[src/rtl/collatz_datapath.sv]
// collatz_datapath: working register X, status flags, step counter,
// sticky overflow and optional peak tracker (macro PEAK_TRACK_EN).
module collatz_datapath #(
  parameter int WIDTH = 8,
  parameter int STEPW = 8
) (
  input  logic             CLK,
  input  logic             reset,
  input  logic [WIDTH-1:0] X_in,
  input  logic             SEL,
  input  logic             WEN,
  input  logic [1:0]       FS,
  output logic             One,
  output logic             X0,
  output logic [WIDTH-1:0] X_out,
  output logic [STEPW-1:0] steps,
  output logic             ovf,
  output logic [WIDTH-1:0] peak
);

  logic [WIDTH-1:0] x;
  logic [WIDTH+1:0] ext;
  logic [WIDTH+1:0] res;
  logic [WIDTH-1:0] nx;
  logic             wr;
  logic             carry;

  assign ext   = {2'b00, x};
  assign nx    = res[WIDTH-1:0];
  assign wr    = SEL && WEN;
  assign carry = FS[1] && (|res[WIDTH+1:WIDTH]);

  // next-X function at WIDTH+2 bits so overflow is visible
  always_comb begin
    res = ext;
    unique case (FS)
      2'b00: res = ext;
      2'b01: res = ext >> 1;
      2'b10: res = ext + 1'b1;
      2'b11: res = (ext << 1) + ext;
    endcase
  end

  // working register, step counter and sticky overflow
  always_ff @(posedge CLK) begin
    if (reset) begin
      x     <= '0;
      steps <= '0;
      ovf   <= 1'b0;
    end else if (!SEL) begin
      x     <= X_in;
      steps <= '0;
      ovf   <= 1'b0;
    end else if (wr) begin
      x <= nx;
      if (FS != 2'b00 && steps != {STEPW{1'b1}})
        steps <= steps + 1'b1;
      if (carry)
        ovf <= 1'b1;
    end
  end

`ifdef PEAK_TRACK_EN
  logic [WIDTH-1:0] pk;

  // largest truncated X seen since the last load
  always_ff @(posedge CLK) begin
    if (reset)
      pk <= '0;
    else if (!SEL)
      pk <= X_in;
    else if (wr && nx > pk)
      pk <= nx;
  end

  assign peak = pk;
`else
  assign peak = '0;
`endif

  assign X_out = x;
  assign One   = (x == WIDTH'(1));
  assign X0    = x[0];

endmodule

[config.mk]
export PLATFORM = sky130hd
export DESIGN_NAME = collatz_datapath
export DESIGN_NICKNAME = d
export VERILOG_FILES = /design/src/rtl/collatz_datapath.sv
export SDC_FILE = /design/constraint.sdc
export NUM_CORES = 1
export LEC_CHECK = 0
export BUFFER_PORTS_ARGS = -buffer_cell sky130_fd_sc_hd__clkbuf_2
export CAP_MARGIN = 5
export CELL_PAD_IN_SITES_DETAIL_PLACEMENT = 1
export CELL_PAD_IN_SITES_GLOBAL_PLACEMENT = 1
export CORE_AREA = 5 5 69 71
export CTS_BUF_LIST = sky130_fd_sc_hd__clkbuf_8
export DETAILED_ROUTE_END_ITERATION = 10
export DIE_AREA = 0 0 74 76
export PLACE_DENSITY_LB_ADDON = 0.3
export SYNTH_ARGS = -nofsm -noshare
export SYNTH_HDL_FRONTEND = slang
export SYNTH_SLANG_ARGS = --single-unit
[constraint.sdc]
create_clock -name CLK -period 4.7 [get_ports CLK]
set_clock_uncertainty 0.1 [all_clocks]
set_input_delay 0.705 -clock CLK [delete_from_list [all_inputs] [get_ports CLK]]
set_output_delay 0.705 -clock CLK [all_outputs]
set_load 0.05 [all_outputs]
Word-level counts from Yosys, hierarchy flattened
Cells that the tools add are included.
{ "totals": {"input_bits": 14, "elab_cells": 27, "ff_bits": 17, "out_inout_bits": 27} }
{ "op_classes": {"bitwise": 1, "n_reduce_logical": 10, "addsub": 3, "eq_ne": 7, "muxes": 3} }
{ "op_table": {"columns": ["cell", "count"], "rows": [
  ["case mux 10 bit (4 select lines)", 1],
  ["2-to-1 mux 8 bit", 2],
  ["adder 9 x 8 -> 10 bit", 1],
  ["adder 8 x 1 -> 9 bit (second input constant)", 1],
  ["adder 8 x 1 -> 8 bit (second input constant)", 1],
  ["equality test 8 x 1 -> 1 bit (second input constant)", 1],
  ["inequality test 8 bit (second input constant)", 1],
  ["AND reduction 2 bit", 3],
  ["equality test 2 bit (second input constant)", 2],
  ["OR reduction 2 bit", 2],
  ["logical AND 1 bit", 3],
  ["equality test 2 x 1 -> 1 bit (second input constant)", 1],
  ["logical NOT 2 bit", 1],
  ["inequality test 2 x 1 -> 1 bit (second input constant)", 1],
  ["inequality test 2 bit (second input constant)", 1],
  ["nonzero test 2 bit", 1],
  ["inverter 1 bit", 1]
]} }

Longest topological paths before layout
Gate-level depths: netlist (run 1).
{ "logic_depth": {"depth_word": 5, "ltp_mapped": 7, "ltp_nobuf": 7} }

Worst setup path before layout (run 1)
No wires, ideal clock.
{ "synth_path": {"path_kind": "register -> register", "startpoint": "register x[0], in the netlist X_out[0]", "endpoint": "register ovf", "arrival_ns": 2.281, "period_less_slack_ns": 2.512, "setup_time_ns": 0.131, "required_time_ns": 4.469, "slack_ns": 2.188, "path_buffers": 0, "stages_incl_launch_ff": 8, "cell_sequence": "dfxtp_1 ha_1 fa_1 a211oi_2 nor2_1 o311a_1 a311oi_1 o31ai_1"} }
{ "synth_between": {"elab_chain_len": 5, "elab_cells_between_ends": 6, "classes_between": "2 x add/sub; 1 x mux; 3 x reduce/logical"} }
{ "synth_rtl": {"columns": ["element", "line_no", "text"], "rows": [
  ["start, declared", "21", "logic [WIDTH-1:0] x;"],
  ["start signal, assigned", "51", "x <= X_in;"],
  ["start signal, assigned", "55", "x <= nx;"],
  ["adder 9 x 8 -> 10 bit / adder 8 x 1 -> 9 bit (equally long branches)", "40, 39", null],
  ["case mux 10 bit (4 select lines) (*)", "36", "unique case (FS)"],
  ["OR reduction 2 bit (*)", "31", "assign carry = FS[1] && (|res[WIDTH+1:WIDTH]);"],
  ["logical AND 1 bit (*)", "31", null],
  ["AND reduction 2 bit (no line) (*)", null, null],
  ["end signal, assigned", "49", "ovf <= 1'b0;"],
  ["end signal, assigned", "53", "ovf <= 1'b0;"],
  ["end signal, assigned", "59", "ovf <= 1'b1;"],
  ["end, declared", "17", "output logic ovf,"]
]} }
Mark *: on every way between the ends. The rest lies on a longest branch, timed or not.
A chain may end at the register's enable or synchronous reset.

Final worst setup path (run 1)
Ends and elaborated chain as after synthesis.

==> impl_metrics.yaml, run 1 <==
routing:
  dr.first_iter.drc_count: 77
  wl_um: 4440
  first_pass_iters: 4
  ant_nets: 0
  vias_per_cell: 5.48
  post-route-drc-count: 0
  num_vias: 1501
  wl_per_cell_um: 16.2
grt:
  overflow: 0
  grt_max_degree: 22
  grt_pass1_wl_um: 7260
  grt_pass1_vias: 1476
  antenna_found_initial: 0
  grt_use_total_pct: 16.1
timing:
  post-route-period-util_pct: 52.9
  rsz0062_at_grt: "no"
  period_minus_slack_ns: 2.49
  finalSetupViolCount: 0
  final.setup.tns_ns: 0
  holdWs_ns: 0.433
  relSlewSlack_pct: 57.1
  max_slew.worst_pin.slew_ns: 0.640
  maxSlewViolCount: 0
  fmax_ghz: 0.402
  final_hold_viol_count: 0
cts:
  ctsResizeCount: 0
  cts_max_level: 1
  hold_buffers: 0
  clk-insertion-delay-late_ns: 0.25
  postCtsSetupBuffers: 0
  path_clk_slew_ns: 0.07
  cts_made_buffers: 3
  clk_path_buf_depth: 2
  clock_sinks: 17
  cts_tree: "done"
  clock-root-buffer: "clkbuf_8"
worst_setup_path:
  cpPeakStageDelay_ns: 0.46
  critPathKind: "reg2reg"
  arrival_ns: 2.51
  cp.buffers_inverters: 0
  start_kind: "register"
  slowest_stage: "fa_1"
  crit_chain: "ha_1 -> fa_1 -> a211oi_2 -> nor2_1 -> o311a_1 -> a311oi_1 -> o31ai_1"
  end_kind: "register"
  crit_family: "compound AO/OA/AOI/OAI gates"
  critPathRequiredTime_ns: 4.73
  cp_max_fo: 10
power:
  clockPowerShare_pct: 27.1
  power.internal_w: 0.000252
  comb_power_share_pct: 34.1
  powerDensity_nw_per_um2: 246
  p_seq_share_pct: 38.8
  vdd_drop_max_uv: 130
  switching_share_pct: 39.9
  leakagePower_nw: 0.768
  p_sw_w: 0.000168
floorplanning:
  num_rows: 24
  ioPinCount: 41
  die_w_um: 74
  initial_core_util_pct: 37.1
  dieArea_um2: 5620
  dieHeight_um: 76
  core_area_um2: 4170
logic_synthesis:
  async_flop_share_pct: 0
  synth_area_per_cell_um2: 7.78
  synth_cell_type_count: 52
  ys_ff_latch: 17
  synth_cells: 199
  yosys_warnings: 0
  netlist_area_um2: 1550
  synthFlopType: "dfxtp_1"
  synth_edf_count: 0
  synth_top_cell_by_area: "dfxtp_1"
  ys_top_cells_by_area: "dfxtp_1 22%, ha_1 11%, buf_4 5.8%"
  synth_top_area_share_pct: 22.0
  ys_seq_area_share_pct: 22.0
finish:
  area_delta_synth_final_pct: 10.2
  drive_above_1_share_pct: 18.5
  fin_nets: 251
  diodes: 0
  fill_cells: 564
job:
  drv_cap: 0
place:
  hpwl_um: 3440
  io_buffers: 32
  finalWeightedCongestion: 0.830
run_status:
  status: "completed"
min_path:
  hold_class: "reg2reg"
==> stage by stage <==
| stage | utilization (%) | power (W) | cells | cell area [µm²] | setup WS, ns |
|---|---|---|---|---|---|
| final | 40.9 | 0.000420 | 274 | 1710 | 2.21 |
| after global routing | 40.9 | 0.000443 | 274 | 1710 | 2.07 |
| after CTS | 40.9 | 0.000423 | 274 | 1710 | 2.21 |
| after detailed placement | 39.8 | 0.000309 | 270 | 1660 | 2.22 |
| after global placement | 39.8 | 0.000308 | 270 | 1660 | 2.32 |
| after floorplan | - | 0.000282 | 206 | 1570 | 2.19 |
==> flip-flops by register name, summed over array words and instances, names as in the netlist <==
name and count:
X_out 8, steps 8, ovf 1
==> kinds of logic after synthesis <==
| family | Yosys count | share of synthesized area (%) |
|---|---|---|
| XOR/XNOR | 10 | 5.66 |
| AO/OA/AOI/OAI | 58 | 26.2 |
| buffers and inverters | 31 | 11.6 |
| multiplexers | 3 | 2.02 |
| adder cells (fa/ha/maj) | 14 | 11.8 |
| AND/OR/NAND/NOR | 65 | 20.5 |
| other | 1 | 0.242 |
| flip-flops | 17 | 22.0 |
==> Yosys cell counts (2+ instances only) <==
cell and instances:
nor2_1 23, a21oi_1 17, dfxtp_1 17, ha_1 13, buf_4 12, nand2_1 12, inv_1 10, a211oi_1 7
nor3_1 7, o21ai_0 7, xnor2_1 7, a21o_1 4, a311oi_1 4, nand3_1 4, nor4_1 4, and3_1 3
buf_2 3, xor2_1 3, buf_6 2, clkbuf_1 2, mux2i_1 2, nand2b_1 2, nand4_1 2, o21a_1 2
o22ai_1 2, or3_1 2
==> final timing paths <==
path                  from  endpoint  slack, ns  cells after the start
setup / recovery  X_out[0]       ovf       2.21                      7
hold / removal    steps[4]  steps[4]       0.43                      2
setup reg to reg  X_out[0]       ovf       2.21                      7
hold reg to reg   steps[4]  steps[4]       0.43                      2
==> layer usage <==
layer / global-route usage [%] / vias up / wire [µm]
met5: 0 / - / 0
met2: 26.1 / 30 / 2100
met3: 3.83 / 4 / 198
met4: 2.72 / 0 / 36
li1: - / 751 / -
met1: 21.6 / 716 / 2100
==> worst register-to-register path, cell delays in order, from the launching register on <==
cell      delay, ns
dfxtp_1        0.42
ha_1           0.35
fa_1           0.47
a211oi_2       0.27
nor2_1         0.11
o311a_1        0.29
a311oi_1       0.26
o31ai_1        0.09
==> power groups by stage <==
stage,clock [W],sequential [W],combinational [W]
2_1_floorplan,0,0.000183,0.0000996
3_3_place_gp,0,0.000166,0.000143
3_5_place_dp,0,0.000166,0.000143
4_1_cts,0.000117,0.000163,0.000143
5_1_grt,0.000123,0.000164,0.000156
6_report,0.000114,0.000163,0.000143
==> cells in the final DEF (no fill, tap or decap), drive strengths merged, types with 2 or more instances in the layout <==
cell	count
xnor2	7
nand2b	2
a21oi	17
nand3	4
a21o	4
or3	2
nor4	4
conb	8
nand2	12
nor2	23
o22ai	2
nand4	2
and3	3
dfxtp	17
mux2i	2
a311oi	4
o21ai	8
ha	13
xor2	3
clkbuf	35
nor3	8
o21a	2
a211oi	8
inv	12
==> layout make-up <==
class	instances	area [µm²]	share of cell area, %
Clock buffer	3	41.3	2.42
Clock inverter	1	3.75	0.220
Inverter	11	41.3	2.42
Multi-Input combinational cell	158	1050	61.8
Sequential cell	17	340	20.0
Tap cell	52	65.1	3.82
Timing Repair Buffer	32	160	9.39
Power figures use the tool's default switching activity.
==> run 2, diff against run 1 <==
==> constraint.sdc (replaced) <==
create_clock -name CLK -period 2.3 [get_ports CLK]
set_clock_uncertainty 0.1 [all_clocks]
set_input_delay 0.345 -clock CLK [delete_from_list [all_inputs] [get_ports CLK]]
set_output_delay 0.345 -clock CLK [all_outputs]
set_load 0.05 [all_outputs]
==> run 2 against run 1 <==
Net effect: register-to-register slack worse by 2.1 ns; sequential cell count unchanged; sequential share of layout area down 0.64 points; highest routed layer unchanged; critical endpoint unchanged; first-iteration DRC count down 21%.
==> impl_metrics.yaml, run 2 (same netlist as run 1, synthesis figures left out) <==
run_status:
  status: "completed"
timing:
  relSlewSlack_pct: 55.6
  rsz0062_at_grt: "no"
  fin_ws_ns: 0.106
  maxSlewViolCount: 0
  finalSetupViolCount: 0
  final.setup.tns_ns: 0
  fmax_ghz: 0.456
  period_minus_slack_ns: 2.19
  max_slew.worst_pin.slew_ns: 0.661
  final_hold_viol_count: 0
  post-route-period-util_pct: 95.4
routing:
  wl_per_cell_um: 15.9
  num_vias: 1536
  wl_um: 4510
  dr.first_iter.drc_count: 61
  ant_nets: 0
  vias_per_cell: 5.43
  post-route-drc-count: 0
  first_pass_iters: 4
floorplanning:
  core_area_um2: 4170
  dieHeight_um: 76
  ioPinCount: 41
  num_rows: 24
  die_w_um: 74
  initial_core_util_pct: 37.1
  dieArea_um2: 5620
power:
  leakagePower_nw: 0.810
  powerDensity_nw_per_um2: 485
  vdd_drop_max_uv: 342
cts:
  path_clk_slew_ns: 0.07
  clk-insertion-delay-late_ns: 0.25
  cts_tree: "done"
  cts_max_level: 1
  cts_made_buffers: 3
  clock-root-buffer: "clkbuf_8"
  clk_path_buf_depth: 2
  postCtsSetupBuffers: 0
  hold_buffers: 0
  clock_sinks: 17
  ctsResizeCount: 0
grt:
  grt_use_total_pct: 17.1
  overflow: 0
  grt_pass1_wl_um: 7780
  met1_usage_pct: 22.9
  grt-busiest-layer: "met2"
  antenna_found_initial: 0
  grt_use_met3_pct: 3.56
  grt_use_met2_pct: 28.4
  grt_max_degree: 20
  grt_pass1_vias: 1578
place:
  dpl_cell_area_um2: 1730
  io_buffers: 32
  hpwl_um: 3600
  placed_cells: 279
  finalWeightedCongestion: 0.812
  dp_slack_ns: 0.0423
finish:
  fin_cells: 283
  mostFrequentLayoutCells: "32 x clkbuf_2, 23 x nor2_1, 17 x a21oi_1"
  postLayoutCellArea_um2: 1780
  final_util_pct: 42.7
  drive_above_1_share_pct: 23.8
  fill_cells: 532
  area_delta_synth_final_pct: 15.1
  mostFrequentLayoutCell: "clkbuf_2"
  fin_nets: 260
  diodes: 0
worst_setup_path:
  end_kind: "register"
  start_kind: "register"
  arrival_ns: 2.23
  critPathRequiredTime_ns: 2.34
  cp_max_fo: 6
  critPathKind: "reg2reg"
job:
  drv_cap: 0
min_path:
  hold_class: "in2reg"
run 2: cell count changes in the layout (fill, tap and decap cells not counted), sizes merged:
cell and change:
buf +9
run 2: final timing paths:
check	depth (start not counted)	end	slack [ns]	startpoint
worst max-delay path	7	ovf	0.11	X_out[1]
worst min-delay path	3	X_out[2]	0.23	X_in[2]
worst max register to register	7	ovf	0.11	X_out[1]
worst min register to register	2	steps[4]	0.44	steps[4]
run 2: critical path, cell delays in order, from the launching register on:
cell	delay, ns
dfxtp_2	0.37
ha_2	0.20
fa_2	0.37
a211oi_2	0.25
nor2_1	0.11
o311a_1	0.29
a311oi_1	0.27
o31ai_1	0.11
run 2: final cells by class:
type                    count  area [µm²]  share of cell area, %
clock inverters             1        3.75                  0.211
well taps                  52        65.1                   3.65
multi-input cells         158        1060                   59.4
repair buffers             41         228                   12.8
inverters                  11        41.3                   2.32
flip-flops and latches     17         344                   19.3
clock buffers               3        41.3                   2.32
run 2: power breakdown:
group          internal [W]  switching (W)  leakage [nW]
Combinational      0.000101       0.000209         0.643
Clock              0.000119       0.000106        0.0269
Sequential         0.000307      0.0000209         0.140
run 2: through the flow:
stage,power (W),hold WS (ns)
6_report,0.000863,0.230
3_3_place_gp,0.000643,0.402
2_1_floorplan,0.000578,0.388
3_5_place_dp,0.000646,0.426
4_1_cts,0.000875,0.226
5_1_grt,0.000918,0.260
run 2: metal layers:
| metal | share of wire [%] | up-vias | wire length [µm] |
|---|---|---|---|
| met1 | 48 | 741 | 2170 |
| met3 | 4.3 | 2 | 192 |
| met2 | 47 | 30 | 2120 |
| li1 | - | 763 | - |
| met5 | 0 | - | 0 |
| met4 | 0.42 | 0 | 19 |
